## src/rtl/ex_mem_pkg.sv

```systemverilog
`default_nettype none
// ============================================================================
// Package  : ex_mem_pkg
// Brief    : Shared types and helpers for the EX-stage data-memory issue unit:
//            access-size encoding, tracker entry layout, strobe/replicate/
//            extend helpers (all computed at 64-bit width, callers truncate).
// Revision : 1.0 - initial release
// ============================================================================
package ex_mem_pkg;

    localparam logic [1:0] c_SIZE_BYTE  = 2'd0;
    localparam logic [1:0] c_SIZE_HALF  = 2'd1;
    localparam logic [1:0] c_SIZE_WORD  = 2'd2;
    localparam logic [1:0] c_SIZE_DWORD = 2'd3;

    // One in-flight access as remembered between addr_ok and data_ok.
    typedef struct packed {
        logic       wr;
        logic [1:0] size;
        logic       unsgn;
        logic [2:0] lowaddr;
        logic       cancel;
    } trk_entry_t;

    // Address bits that must be zero for a naturally aligned access.
    function automatic logic [2:0] ex_align_mask(input logic [1:0] size);
        logic [2:0] m;
        case (size)
            c_SIZE_BYTE: m = 3'b000;
            c_SIZE_HALF: m = 3'b001;
            c_SIZE_WORD: m = 3'b011;
            default:     m = 3'b111;
        endcase
        return m;
    endfunction

    // 2^size ones placed at the byte lane selected by the low address bits.
    function automatic logic [7:0] ex_strobe(input logic [1:0] size, input logic [2:0] low);
        logic [7:0] ones;
        case (size)
            c_SIZE_BYTE: ones = 8'h01;
            c_SIZE_HALF: ones = 8'h03;
            c_SIZE_WORD: ones = 8'h0F;
            default:     ones = 8'hFF;
        endcase
        return ones << low;
    endfunction

    // Copy right-aligned store data into every lane of its size.
    function automatic logic [63:0] ex_replicate(input logic [1:0] size, input logic [63:0] d);
        logic [63:0] r;
        case (size)
            c_SIZE_BYTE: r = {8{d[7:0]}};
            c_SIZE_HALF: r = {4{d[15:0]}};
            c_SIZE_WORD: r = {2{d[31:0]}};
            default:     r = d;
        endcase
        return r;
    endfunction

    // Shift the addressed lane down and sign/zero-extend it.
    function automatic logic [63:0] ex_extend(input logic [63:0] rdata, input logic [1:0] size,
                                              input logic [2:0] low, input logic unsgn);
        logic [63:0] s;
        logic [63:0] r;
        s = rdata >> {low, 3'b000};
        case (size)
            c_SIZE_BYTE: r = unsgn ? {56'd0, s[7:0]}  : {{56{s[7]}},  s[7:0]};
            c_SIZE_HALF: r = unsgn ? {48'd0, s[15:0]} : {{48{s[15]}}, s[15:0]};
            c_SIZE_WORD: r = unsgn ? {32'd0, s[31:0]} : {{32{s[31]}}, s[31:0]};
            default:     r = s;
        endcase
        return r;
    endfunction

endpackage
`default_nettype wire

```

## src/rtl/mem_outstanding_fifo.sv

```systemverilog
`default_nettype none
// ============================================================================
// Module   : mem_outstanding_fifo
// Brief    : In-order tracker of accesses accepted by the bus but not yet
//            answered. A broadcast input marks every held entry cancelled.
//            The owner never pushes when full nor pops when empty.
// Revision : 1.0 - initial release
// ============================================================================
module mem_outstanding_fifo
    import ex_mem_pkg::*;
#(
    parameter int DEPTH = 2
) (
    input  logic                         clk,
    input  logic                         resetn,
    input  logic                         i_push,
    input  trk_entry_t                   i_push_entry,
    input  logic                         i_pop,
    input  logic                         i_cancel_all,
    output trk_entry_t                   o_head,
    output logic [$clog2(DEPTH+1)-1:0]   o_count
);

    localparam int PTR_W = (DEPTH > 1) ? $clog2(DEPTH) : 1;
    localparam int CNT_W = $clog2(DEPTH + 1);
    localparam logic [PTR_W-1:0] c_LAST = PTR_W'(DEPTH - 1);

    trk_entry_t       r_mem [DEPTH];
    logic [PTR_W-1:0] r_wr_ptr;
    logic [PTR_W-1:0] r_rd_ptr;
    logic [CNT_W-1:0] r_count;
    trk_entry_t       w_entry;

    function automatic logic [PTR_W-1:0] ptr_inc(input logic [PTR_W-1:0] p);
        return (p == c_LAST) ? '0 : p + 1'b1;
    endfunction

    // An entry pushed during a flush is born cancelled.
    always_comb begin
        w_entry        = i_push_entry;
        w_entry.cancel = i_push_entry.cancel | i_cancel_all;
    end

    // Storage, wrapping pointers and occupancy count.
    always_ff @(posedge clk or negedge resetn) begin
        if (!resetn) begin
            for (int i = 0; i < DEPTH; i++) r_mem[i] <= '0;
            r_wr_ptr <= '0;
            r_rd_ptr <= '0;
            r_count  <= '0;
        end else begin
            if (i_cancel_all) begin
                for (int i = 0; i < DEPTH; i++) r_mem[i].cancel <= 1'b1;
            end
            if (i_push) begin
                r_mem[r_wr_ptr] <= w_entry;
                r_wr_ptr        <= ptr_inc(r_wr_ptr);
            end
            if (i_pop) r_rd_ptr <= ptr_inc(r_rd_ptr);
            r_count <= r_count + CNT_W'(i_push) - CNT_W'(i_pop);
        end
    end

    assign o_head  = r_mem[r_rd_ptr];
    assign o_count = r_count;

endmodule
`default_nettype wire

```

## src/rtl/ex_mem_issue_unit.sv

```systemverilog
`default_nettype none
// ============================================================================
// Module   : ex_mem_issue_unit
// Brief    : EX-stage load/store issue unit. Checks alignment, drives an
//            SRAM-like req/addr_ok/data_ok bus, tracks up to OUTSTANDING
//            accesses in order so flushed ones are dropped on return, and
//            delivers aligned, extended load data to MEM.
// Revision : 1.0 - initial release
// ============================================================================
module ex_mem_issue_unit
    import ex_mem_pkg::*;
#(
    parameter int DATA_W      = 32,
    parameter int ADDR_W      = 32,
    parameter int OUTSTANDING = 2
) (
    input  logic                  clk,
    input  logic                  resetn,
    input  logic                  in_valid,
    output logic                  in_ready,
    input  logic                  in_wr,
    input  logic [1:0]            in_size,
    input  logic                  in_unsigned,
    input  logic [ADDR_W-1:0]     in_addr,
    input  logic [DATA_W-1:0]     in_wdata,
    input  logic                  in_kill,
    input  logic                  flush,
    output logic                  ale,
    output logic                  data_sram_req,
    output logic                  data_sram_wr,
    output logic [1:0]            data_sram_size,
    output logic [DATA_W/8-1:0]   data_sram_wstrb,
    output logic [ADDR_W-1:0]     data_sram_addr,
    output logic [DATA_W-1:0]     data_sram_wdata,
    input  logic                  data_sram_addr_ok,
    input  logic                  data_sram_data_ok,
    input  logic [DATA_W-1:0]     data_sram_rdata,
    output logic                  rsp_valid,
    output logic [DATA_W-1:0]     rsp_rdata,
    output logic                  busy,
    output logic                  proto_err
);

    localparam int STRB_W = DATA_W / 8;
    localparam int CNT_W  = $clog2(OUTSTANDING + 1);
    localparam int OCC_W  = CNT_W + 1;
    localparam logic [OCC_W-1:0] c_OCC_MAX = OCC_W'(OUTSTANDING);

    localparam logic [0:0] c_ST_IDLE = 1'b0;
    localparam logic [0:0] c_ST_REQ  = 1'b1;

    logic [0:0]        r_state;
    logic [0:0]        w_state_next;
    logic              r_wr;
    logic [1:0]        r_size;
    logic              r_unsgn;
    logic [2:0]        r_low;
    logic              r_cancel;
    logic [ADDR_W-1:0] r_addr;
    logic [STRB_W-1:0] r_strb;
    logic [DATA_W-1:0] r_wdata;
    logic              r_rsp_valid;
    logic [DATA_W-1:0] r_rsp_rdata;
    logic              r_proto_err;

    logic [CNT_W-1:0]  w_count;
    trk_entry_t        w_head;
    trk_entry_t        w_push_entry;
    logic [2:0]        w_low;
    logic              w_push;
    logic              w_pop;
    logic              w_accept;
    logic              w_rsp_fire;
    logic [OCC_W-1:0]  w_occ;
    logic [OCC_W-1:0]  w_occ_next;

    // A 32-bit bus only has four byte lanes, so address bit 2 is not a lane.
    assign w_low = (DATA_W == 32) ? {1'b0, in_addr[1:0]} : in_addr[2:0];

    assign ale = ((in_addr[2:0] & ex_align_mask(in_size)) != 3'b000) ||
                 ((in_size == c_SIZE_DWORD) && (DATA_W == 32));

    // The REQ slot counts toward occupancy; a push only moves it into the tracker.
    assign w_push     = (r_state == c_ST_REQ) & data_sram_addr_ok;
    assign w_pop      = data_sram_data_ok & (w_count != '0);
    assign w_occ      = OCC_W'(w_count) + OCC_W'(r_state == c_ST_REQ);
    assign w_occ_next = w_occ - OCC_W'(w_pop);

    assign in_ready = ~flush & ~in_kill & ~ale &
                      ((r_state == c_ST_IDLE) | data_sram_addr_ok) &
                      (w_occ_next < c_OCC_MAX);
    assign w_accept = in_valid & in_ready;

    // Request state register.
    always_ff @(posedge clk or negedge resetn) begin
        if (!resetn) r_state <= c_ST_IDLE;
        else         r_state <= w_state_next;
    end

    // Next state: stay in REQ when a new access replaces the one just taken.
    always_comb begin
        w_state_next = r_state;
        case (r_state)
            c_ST_IDLE: if (w_accept) w_state_next = c_ST_REQ;
            c_ST_REQ:  if (w_push)   w_state_next = w_accept ? c_ST_REQ : c_ST_IDLE;
            default:   w_state_next = c_ST_IDLE;
        endcase
    end

    // Request fields, captured on accept and held until addr_ok.
    always_ff @(posedge clk or negedge resetn) begin
        if (!resetn) begin
            r_wr     <= 1'b0;
            r_size   <= 2'd0;
            r_unsgn  <= 1'b0;
            r_low    <= 3'd0;
            r_addr   <= '0;
            r_strb   <= '0;
            r_wdata  <= '0;
            r_cancel <= 1'b0;
        end else begin
            if (w_accept) begin
                r_wr     <= in_wr;
                r_size   <= in_size;
                r_unsgn  <= in_unsigned;
                r_low    <= w_low;
                r_addr   <= in_addr;
                r_strb   <= STRB_W'(ex_strobe(in_size, w_low));
                r_wdata  <= DATA_W'(ex_replicate(in_size, 64'(in_wdata)));
                r_cancel <= 1'b0;
            end else if (flush) begin
                // A request already on the bus still completes, but as cancelled.
                r_cancel <= 1'b1;
            end
        end
    end

    assign w_push_entry = '{wr: r_wr, size: r_size, unsgn: r_unsgn,
                            lowaddr: r_low, cancel: r_cancel | flush};

    mem_outstanding_fifo #(
        .DEPTH (OUTSTANDING)
    ) u_trk (
        .clk          (clk),
        .resetn       (resetn),
        .i_push       (w_push),
        .i_push_entry (w_push_entry),
        .i_pop        (w_pop),
        .i_cancel_all (flush),
        .o_head       (w_head),
        .o_count      (w_count)
    );

    // A flush landing with data_ok also suppresses that response.
    assign w_rsp_fire = w_pop & ~w_head.wr & ~w_head.cancel & ~flush;

    // Load response register and sticky protocol-error flag.
    always_ff @(posedge clk or negedge resetn) begin
        if (!resetn) begin
            r_rsp_valid <= 1'b0;
            r_rsp_rdata <= '0;
            r_proto_err <= 1'b0;
        end else begin
            r_rsp_valid <= w_rsp_fire;
            if (w_rsp_fire) begin
                r_rsp_rdata <= DATA_W'(ex_extend(64'(data_sram_rdata), w_head.size,
                                                 w_head.lowaddr, w_head.unsgn));
            end
            if (data_sram_data_ok && (w_count == '0)) r_proto_err <= 1'b1;
        end
    end

    assign data_sram_req   = (r_state == c_ST_REQ);
    assign data_sram_wr    = r_wr;
    assign data_sram_size  = r_size;
    assign data_sram_wstrb = r_strb;
    assign data_sram_addr  = r_addr;
    assign data_sram_wdata = r_wdata;
    assign rsp_valid       = r_rsp_valid;
    assign rsp_rdata       = r_rsp_rdata;
    assign busy            = (w_occ != '0);
    assign proto_err       = r_proto_err;

endmodule
`default_nettype wire

```

## config.mk

```make
export PLATFORM = sky130hd
export DESIGN_NAME = ex_mem_issue_unit
export DESIGN_NICKNAME = d
export VERILOG_FILES = /design/src/rtl/ex_mem_pkg.sv /design/src/rtl/mem_outstanding_fifo.sv /design/src/rtl/ex_mem_issue_unit.sv
export SDC_FILE = /design/constraint.sdc
export NUM_CORES = 1
export LEC_CHECK = 0
export ABC_AREA = 1
export BUFFER_PORTS_ARGS = -buffer_cell sky130_fd_sc_hd__buf_4
export CORE_MARGIN = 2
export CORE_UTILIZATION = 50
export DETAILED_ROUTE_END_ITERATION = 7
export PLACE_DENSITY = 0.8
export SLEW_MARGIN = 0
export SYNTH_ARGS = -nofsm -noshare
export SYNTH_HDL_FRONTEND = slang
export SYNTH_SLANG_ARGS = --single-unit
```

## constraint.sdc

```tcl
create_clock -name clk -period 2.7 [get_ports clk]
set_input_delay 0.54 -clock clk [delete_from_list [all_inputs] [get_ports clk]]
set_output_delay 0.54 -clock clk [all_outputs]
set_load 0.01 [all_outputs]
```

==> key figures <==
Run status
  – Status: completed

Power
  – Power per Cell Area: 977 mW/mm^2
  – Internal power: 0.00528 W
  – Switching Share: 37.0%
  – Sequential Power Share: 34.7%
  – Sw Pwr: 0.00309 W
  – Logic gate share of total power: 38.4%
  – Lkg Pwr: 4.85 nW
  – Clock share of power: 26.9%
  – Worst vdd ir: 0.526 mV

Clock tree
  – Clock transition at path regs: 0.06 ns
  – Cts-stage hold buffer count: 0
  – CTS max path bufs: 2
  – Inserted Clock Buffers: 17
  – Root Driver: clkbuf_16
  – CTS H-tree lvls: 4
  – Skew-Pair Late Insertion Delay: 0.41 ns
  – CTS Sinks: 126
  – CTS tree: done

Finish
  – Final #Nets: 1133
  – Most frequent cells in the layout: 355 x nand2_1, 225 x buf_4, 126 x dfrtp_1, 65 x nand3_1, 57 x inv_1
  – Layout cells sized above 1: 28.0%
  – Commonest non-fill, non-tap cell in the layout: nand2_1
  – Area Overhead vs Synth: 36.2%
  – FILL cells: 992
  – ANT cells: 0

Floorplanning
  – Die Span Y: 116 um
  – Rows: 40
  – Core box area: 0.0122 mm^2
  – Die X: 116 um
  – Die ar.: 0.0135 mm^2
  – # IOs: 216
  – Initial Utilization: 51.7%

Drt
  – DRT Pass-1 Iters: 5
  – Wirelength per Cell: 13.8 um
  – Via-to-Cell Ratio: 4.95
  – DRC Markers: 0
  – Highest routed layer: met4
  – Metal1 wirelength: 6890 um
  – Final wirelength: 16500 um
  – Wire length on met3: 1490 um
  – DR vias: 5952
  – Iter 0 DRT Violations: 415
  – DR WL met2: 7980 um
  – Post-route ant nets: 0

Logic synthesis
  – Post-Syn Nets: 928
  – Cell variety after synth: 33
  – Post-synth EDFFs: 0
  – Flops & latches, synth: 126
  – Yosys Warn Count: 0
  – Avg Inst Size Synth: 7.71 um^2
  – Seq/Total Area, Yosys: 50.1%
  – Async SR Flop Fraction: 100%
  – Netlist Area Pre-Place: 0.00629 mm^2
  – Post-synthesis cell count: 816
  – Prevailing post-synth register cell: dfrtp_1

Global route
  – Vias in the first global route: 5645
  – First-pass GRT wire length: 26900 um
  – Largest net degree at the start of global routing: 94
  – Initial antenna violation count: 0
  – Tot GR Track Use: 25.5%
  – Overflow after GRT: 0

Timing
  – Max Fclk: 0.394 GHz
  – Worst-case clock skew: 0.00948 ns
  – Crit share post-route: 94.1%
  – Hold Fails Final Rpt: 0
  – Max Slew Vio Count: 0
  – Tmin final: 2.54 ns
  – Slew @ Worst Pin: 0.591 ns
  – Slew headroom: 60.6%
  – # setup viols final: 0
  – Hold_ws: 0.133 ns
  – RSZ-0062 raised after global routing: false
  – Fin Setup TNS: 0 ns

Placement
  – I/O Buffers: 215
  – Placer Congestion: 0.869
  – HPWL Detailed: 11800 um

Worst setup path
  – Crit path launch type: register
  – Crit-path max FO: 4
  – CP Capture Type: output pin
  – Critical path class: register to output pin
  – CP arrival: 2.00 ns
  – CP required: 2.16 ns

Run
  – MaxCap Viol Count: 0

Min path
  – Hold Crit Class: input port to async pin
## Yosys cell counts, types with 8 or more instances
library cell  count  share of area, %
nand2_1         355                21
dfrtp_1         126                50
nand3_1          65               5.2
inv_1            57               3.4
a21oi_1          39               3.1
nor2_1           34               2.0
o21ai_0          21               1.7
o21ai_1          21               1.7
buf_4            11               1.3
buf_6            10               1.8
clkbuf_1         10              0.60
or2_1            10               1.0
buf_2             9              0.72
or2_2             8              0.80
## final timing paths
| path | startpoint | end | depth (start not counted) | slack, ns |
|---|---|---|---|---|
| max in group asynchronous | resetn | u_trk.r_mem[4] | 2 | 1.84 |
| worst min register to register | proto_err | proto_err | 1 | 0.46 |
| worst max register to register | u_trk.o_count[0] | data_sram_addr[23] | 12 | 0.38 |
| worst max-delay path | u_trk.o_count[0] | in_ready | 7 | 0.16 |
| min in group clk | in_addr[7] | data_sram_addr[7] | 3 | 0.32 |
| worst min-delay path | resetn | rsp_rdata[8] | 1 | 0.13 |
## critical path: stages (launching register included)
cell	delay, ns
dfrtp_1	0.41
ha_1	0.20
ha_1	0.29
inv_1	0.05
ha_1	0.26
nand2_1	0.07
nor3_2	0.17
buf_4	0.14
## layout make-up
| class | count | area (um^2) | area share [%] |
|---|---|---|---|
| sequential | 126 | 3150 | 36.8 |
| multi-input combinational | 586 | 2630 | 30.7 |
| timing repair buffer | 228 | 1750 | 20.4 |
| clock buffer | 17 | 425 | 4.97 |
| inverter | 62 | 233 | 2.72 |
| tap | 168 | 210 | 2.46 |
| clock inverter | 15 | 163 | 1.90 |
## power by group through the flow
stage               Combinational [W]  Clock [W]  Sequential, W
floorplan                     0.00168          0        0.00309
global placement              0.00313          0        0.00292
detailed placement            0.00321          0        0.00291
CTS                           0.00321    0.00228        0.00291
global route                  0.00359    0.00238        0.00298
finish                        0.00321    0.00225        0.00291
## per-layer routing
metal	global-route usage [%]	vias up
met2	42.1	236
li1	-	2976
met1	32.2	2722
met5	0	-
met3	8.25	18
met4	8.10	0
## stage by stage
stage	instances	worst slack, ns	total power [W]	cell area, um^2	utilization (%)
2_1_floorplan	816	0.560	0.00477	6290	-
3_3_place_gp	1167	0.461	0.00605	7950	65.3
4_1_cts	1199	0.0611	0.00840	8530	70.2
6_report	1202	0.160	0.00837	8560	70.4
5_1_grt	1202	0.0182	0.00896	8560	70.4
3_5_place_dp	1167	0.375	0.00612	7950	65.3
## state kept, by name (all words and copies together) (netlist names)
| signal | flops |
|---|---|
| proto_err | 1 |
| data_sram_wr | 1 |
| u_trk.r_wr_ptr | 1 |
| data_sram_size | 2 |
| r_unsgn | 1 |
| data_sram_wdata | 32 |
| data_sram_addr | 32 |
| r_cancel | 1 |
| u_trk.r_mem | 14 |
| rsp_rdata | 32 |
| data_sram_req | 1 |
| u_trk.o_count | 2 |
| data_sram_wstrb | 4 |
| u_trk.r_rd_ptr | 1 |
| rsp_valid | 1 |
## cells by family (layout without fill, tap and decap cells)
logic type                 after synthesis  count (layout)  synth area share (%)
and+or+nand+nor                        485             485                  32.3
buffers and inverters                  104             322                  8.24
adders and majority gates                5               5                 0.995
DFF                                    126             126                  50.1
AOI/OAI and AO/OA                       93              93                  7.94
xor gates and xnor gates                 3               3                 0.418
## what timing repair did
action                                  CTS  global route
endpoints found under the setup margin    0             1
gates resized for setup                   0             1
setup buffers                             0             3
Note: power is estimated with default switching activity, not from simulation.
